$ cat src/rtl/spi_controller.sv
// spi_controller: memory-mapped SPI master (mode 0) for the rv32i_system MMU.
//
// Accepts one 8/16/24-bit transfer per i_valid/i_ready handshake, shifts it
// out MSB first on spi_mosi while shifting spi_miso into a receive word, and
// returns that word with a one-cycle o_valid pulse.
//
// Handshake: a request is taken on any posedge where i_valid && i_ready.
// i_ready is high only while idle; i_valid while busy is ignored and never
// queued. o_valid is a single-cycle pulse and is the sole qualifier of o_data.
//
// Ports:
//   clk, rst          system clock, asynchronous active-high reset
//   i_data, i_mode    transmit word (right-justified) and length select
//                     (0=8, 1=16, 2=24, 3=8 bits)
//   i_valid, i_ready  request handshake
//   o_data, o_valid   received word (upper bits zero) and its strobe
//   spi_clk, spi_mosi, spi_miso, spi_csb   SPI pins (spi_miso already in clk domain)
//   dbg_state         current FSM state, for checkers and debug
module spi_controller #(
  parameter int CLK_DIV  = 2,
  parameter int MAX_BITS = 24
) (
  input  logic                clk,
  input  logic                rst,
  input  logic [MAX_BITS-1:0] i_data,
  input  logic [1:0]          i_mode,
  input  logic                i_valid,
  output logic                i_ready,
  output logic [MAX_BITS-1:0] o_data,
  output logic                o_valid,
  output logic                spi_clk,
  output logic                spi_mosi,
  input  logic                spi_miso,
  output logic                spi_csb,
  output logic [2:0]          dbg_state
);

  localparam int PW = $clog2(CLK_DIV + 1);

  typedef enum logic [2:0] {
    S_IDLE  = 3'd0,
    S_SETUP = 3'd1,
    S_HIGH  = 3'd2,
    S_LOW   = 3'd3,
    S_DONE  = 3'd4
  } state_t;

  state_t              state_q, state_d;
  logic [PW-1:0]       phase_q, phase_d;
  logic [4:0]          bit_cnt_q, bit_cnt_d;
  logic [MAX_BITS-1:0] tx_q, tx_d;
  logic [MAX_BITS-1:0] rx_q, rx_d;
  logic [MAX_BITS-1:0] o_data_q, o_data_d;
  logic                mosi_q, mosi_d;

  logic       phase_last;
  logic [4:0] len;
  logic [4:0] nxt_idx;

  assign phase_last = (phase_q == PW'(1));
  // Mode 3 is reserved and falls through to 8 bits.
  assign len = (i_mode == 2'd1) ? 5'd16 : (i_mode == 2'd2) ? 5'd24 : 5'd8;
  // Index of the bit presented after the current one completes.
  assign nxt_idx = bit_cnt_q - 5'd2;

  // State register
  always_ff @(posedge clk or posedge rst) begin
    if (rst) begin
      state_q   <= S_IDLE;
      phase_q   <= '0;
      bit_cnt_q <= '0;
      tx_q      <= '0;
      rx_q      <= '0;
      o_data_q  <= '0;
      mosi_q    <= 1'b0;
    end else begin
      state_q   <= state_d;
      phase_q   <= phase_d;
      bit_cnt_q <= bit_cnt_d;
      tx_q      <= tx_d;
      rx_q      <= rx_d;
      o_data_q  <= o_data_d;
      mosi_q    <= mosi_d;
    end
  end

  // Next-state logic
  always_comb begin
    state_d = state_q;
    case (state_q)
      S_IDLE:  if (i_valid) state_d = S_SETUP;
      S_SETUP: if (phase_last) state_d = S_HIGH;
      S_HIGH:  if (phase_last) state_d = S_LOW;
      // bit_cnt was decremented on entry to LOW, so zero means the last bit is out.
      S_LOW:   if (phase_last) state_d = (bit_cnt_q == 5'd0) ? S_DONE : S_HIGH;
      S_DONE:  state_d = S_IDLE;
      default: state_d = S_IDLE;
    endcase
  end

  // Datapath: phase timer, bit counter, shift words
  always_comb begin
    phase_d   = phase_q;
    bit_cnt_d = bit_cnt_q;
    tx_d      = tx_q;
    rx_d      = rx_q;
    o_data_d  = o_data_q;
    mosi_d    = mosi_q;
    case (state_q)
      S_IDLE: begin
        if (i_valid) begin
          tx_d      = i_data;
          bit_cnt_d = len;
          rx_d      = '0;
          mosi_d    = i_data[len - 5'd1];
          phase_d   = PW'(CLK_DIV);
        end
      end
      S_SETUP: begin
        if (phase_last) begin
          phase_d = PW'(CLK_DIV);
          // spi_clk rises on this edge: capture the slave's bit.
          rx_d    = {rx_q[MAX_BITS-2:0], spi_miso};
        end else begin
          phase_d = phase_q - PW'(1);
        end
      end
      S_HIGH: begin
        if (phase_last) begin
          phase_d   = PW'(CLK_DIV);
          bit_cnt_d = bit_cnt_q - 5'd1;
          mosi_d    = (bit_cnt_q == 5'd1) ? 1'b0 : tx_q[nxt_idx];
        end else begin
          phase_d = phase_q - PW'(1);
        end
      end
      S_LOW: begin
        if (phase_last) begin
          if (bit_cnt_q == 5'd0) begin
            phase_d  = '0;
            o_data_d = rx_q;
          end else begin
            phase_d = PW'(CLK_DIV);
            rx_d    = {rx_q[MAX_BITS-2:0], spi_miso};
          end
        end else begin
          phase_d = phase_q - PW'(1);
        end
      end
      default: begin
        phase_d = '0;
      end
    endcase
  end

  // Outputs decoded from state so an async reset drives the pins at once.
  always_comb begin
    i_ready   = (state_q == S_IDLE);
    o_valid   = (state_q == S_DONE);
    spi_clk   = (state_q == S_HIGH);
    spi_csb   = !((state_q == S_SETUP) || (state_q == S_HIGH) || (state_q == S_LOW));
    spi_mosi  = mosi_q;
    o_data    = o_data_q;
    dbg_state = state_q;
  end

endmodule
$ cat config.mk
export PLATFORM = sky130hd
export DESIGN_NAME = spi_controller
export DESIGN_NICKNAME = d
export VERILOG_FILES = /design/src/rtl/spi_controller.sv
export SDC_FILE = /design/constraint.sdc
export NUM_CORES = 1
export LEC_CHECK = 0
export CAP_MARGIN = 0
export CORE_MARGIN = 4
export CORE_UTILIZATION = 53
export DETAILED_ROUTE_END_ITERATION = 12
export PLACE_DENSITY = 0.87
export SLEW_MARGIN = 25
export SYNTH_ARGS = -nofsm -noshare
export SYNTH_HDL_FRONTEND = slang
export SYNTH_SLANG_ARGS = --single-unit
$ cat constraint.sdc
create_clock -name clk -period 3.32 [get_ports clk]
set_clock_uncertainty 0.1 [all_clocks]
set_input_delay 0.664 -clock clk [delete_from_list [all_inputs] [get_ports clk]]
set_output_delay 0.664 -clock clk [all_outputs]
set_load 0.02 [all_outputs]
==> impl_metrics.py <==
metrics = {
    "grt": {
        "grt_pass1_wl_um": 13020,
        "grt_overflow": 0,
        "grt_max_degree": 52,
        "met2_usage_pct": 31.03,
        "use_met1_pct": 24.92,
        "grt_antenna_before_repair": 0,
        "busiest_layer": "met2",
        "first_global_vias": 2729,
        "grtUsageMet3_pct": 3.701,
        "grtUsageTotal_pct": 18.87,
    },
    "synth": {
        "syn-num-nets": 368,
        "synth_top_area_share_pct": 53.69,
        "ys_seq_elements": 83,
        "seq_area_frac_synth_pct": 53.69,
        "yosys_warnings": 0,
        "synthTopCellsByArea": "dfrtp_1 (54%), mux2_2 (13%), nand3_1 (3.8%)",
        "ys_async_sr_fraction_pct": 100.0,
        "yosysTopAreaCell": "dfrtp_1",
        "synth_ff_type": "dfrtp_1",
        "syn_inst": 329,
        "synth_cell_types": 40,
        "synth_area_um2": 3869,
        "synth_area_per_cell_um2": 11.76,
        "synth_edf_count": 0,
    },
    "sta": {
        "setup_viol": 0,
        "worst_pin_slew_ns": 0.5957,
        "finalCriticalPeriod_ns": 2.883,
        "max-slew-margin-rel_pct": 60.24,
        "fmax_mhz": 346.9,
        "hold_viol_final": 0,
        "period_share_pct": 86.83,
        "rsz0062_at_grt": "no",
        "tns_ns": 0,
        "report.final.slew_viol_count": 0,
    },
    "drt": {
        "first_pass_iters": 4,
        "vias": 2613,
        "finalWirelength_um": 7690,
        "routedWlPerCell_um": 15.79,
        "via_per_inst": 5.366,
        "final_antenna_net_count": 0,
        "drc": 0,
        "drt_iter0_drc": 122,
    },
    "critical_path": {
        "r2r_cells": 7,
        "start_kind": "flip-flop",
        "r2r_slack_ns": 1.12,
        "required_ns": 2.56,
        "worstSetupEndpointType": "primary output",
        "cp_max_fo": 11,
        "critical_path_arrival_ns": 2.12,
        "path_class": "flip-flop to primary output",
    },
    "finish": {
        "drive_above_1_share_pct": 20.46,
        "instances_no_fill": 487,
        "fill_cells": 498,
        "layout.nets": 425,
        "syn2layout_area_growth_pct": 22.80,
        "diodes": 0,
    },
    "clocking": {
        "cts-root-buf": "clkbuf_8",
        "postCtsHoldBufs": 0,
        "htree_levels": 3,
        "cts_buffers": 9,
        "insertion_delay_ns": 0.35,
        "post-cts-setup-buffer-count": 0,
        "cts_tree": "built",
        "clk_path_buf_depth": 2,
        "clock_sinks": 83,
        "cts_resized": 0,
        "clk_pin_slew_ns": 0.09,
    },
    "floorplanning": {
        "num_rows": 30,
        "start_util_pct": 55.71,
        "dieWidth_um": 93.44,
        "die_y_um": 93.44,
        "coreArea_um2": 6944,
        "die-area_um2": 8730,
        "io_pins": 62,
    },
    "power": {
        "pwr_density_cell_nw_per_um2": 855.2,
        "power_leakage_uw": 0.001943,
        "peakVddDrop_mv": 0.3593,
    },
    "placement": {
        "gp_congestion": 0.7913,
        "dp_cells": 471,
        "io_buffers": 61,
        "dpl.hpwl_um": 5214,
    },
    "worst_hold_path": {
        "min_path_cells": 1,
        "min_path_type": "flip-flop to flip-flop",
    },
    "flow_run": {
        "cap_violations": 0,
    },
    "run_status": {
        "status": "completed",
    },
}
report_power, final:
part           switching (µW)  internal [µW]
Sequential                318           1390
Combinational             771            756
Clock                     391            440
cell families after synthesis:
group           Yosys count  share of synthesized area, %
buf+inv                  55                         7.018
fa+ha+maj                 9                         2.911
simple gates             65                         9.185
mux                      62                         18.56
flops                    83                         53.69
compound gates           51                         7.730
xor+xnor                  4                        0.9057
cell usage in the layout, fill, tap and decap left out, types with 3 or more instances in the layout:
master / n
mux2_2: 46
ha_1: 9
buf_4: 6
dfrtp_1: 83
clkbuf_8: 9
o21ai_1: 5
nor2_1: 7
nand2_1: 8
and2_1: 3
inv_6: 4
nand3_1: 29
clkdlybuf4s50_1: 61
mux2i_1: 11
o21ai_0: 28
mux4_2: 3
inv_1: 32
a21oi_1: 5
nor3_1: 5
worst max-delay path, cell delays in order (launching register included):
cell,delay [ns]
dfrtp_1,0.51
nor2_1,0.32
and2_1,0.28
clkdlybuf4s50_1,0.65
metrics by stage:
step / hold WS, ns / power [µW] / worst slack, ns / util, % / cell area (µm²)
final: 0.3994 / 4063 / 0.4372 / 68.41 / 4751
after global routing: 0.4309 / 4317 / 0.3530 / 68.41 / 4751
after CTS: 0.4058 / 4084 / 0.4365 / 68.41 / 4751
after detailed placement: 0.3752 / 3233 / 0.8183 / 65.10 / 4521
after global placement: 0.3835 / 3149 / 0.8954 / 65.10 / 4521
after floorplan: 0.3752 / 2781 / 0.4192 / - / 3869
routing by layer:
| layer | up-vias | routed length [µm] |
|---|---|---|
| met1 | 1290 | 3321 |
| met5 | - | 0 |
| met4 | 0 | 106 |
| met3 | 10 | 304 |
| li1 | 1251 | - |
| met2 | 62 | 3957 |
worst paths after layout:
path / start / to
min reg2reg: o_data[6] / o_data[6]
max in group asynchronous: rst / rx_q[22]
max: dbg_state[0] / spi_clk
min in group asynchronous: rst / dbg_state[2]
min: o_data[6] / o_data[6]
max reg2reg: bit_cnt_q[1] / o_data[1]
synth_stat cells, types with 3 or more instances:
cell,number
nand3_1,29
mux4_2,3
buf_6,6
buf_2,4
and2_1,3
nor2_1,7
clkbuf_1,7
nor3_1,5
nand2_1,8
ha_1,9
o21ai_0,28
mux2i_1,11
o21ai_1,5
buf_4,4
nor2b_1,3
dfrtp_1,83
a21oi_1,5
mux2_2,46
inv_1,33
state kept, by name, summed over array words and instances, names as in the netlist:
name,count
o_data,24
rx_q,24
tx_q,24
bit_cnt_q,5
dbg_state,3
phase_q,2
spi_mosi,1
area by class of cell:
| type | count | area [µm²] | area share, % |
|---|---|---|---|
| clock inverters | 7 | 106.4 | 2.239 |
| well taps | 96 | 120.1 | 2.528 |
| repair buffers | 68 | 675.6 | 14.22 |
| flip-flops and latches | 83 | 2077 | 43.72 |
| multi-input cells | 191 | 1523 | 32.05 |
| clock buffers | 9 | 123.9 | 2.607 |
| inverters | 33 | 125.1 | 2.634 |
No activity file was read; power rests on OpenSTA's default activity.
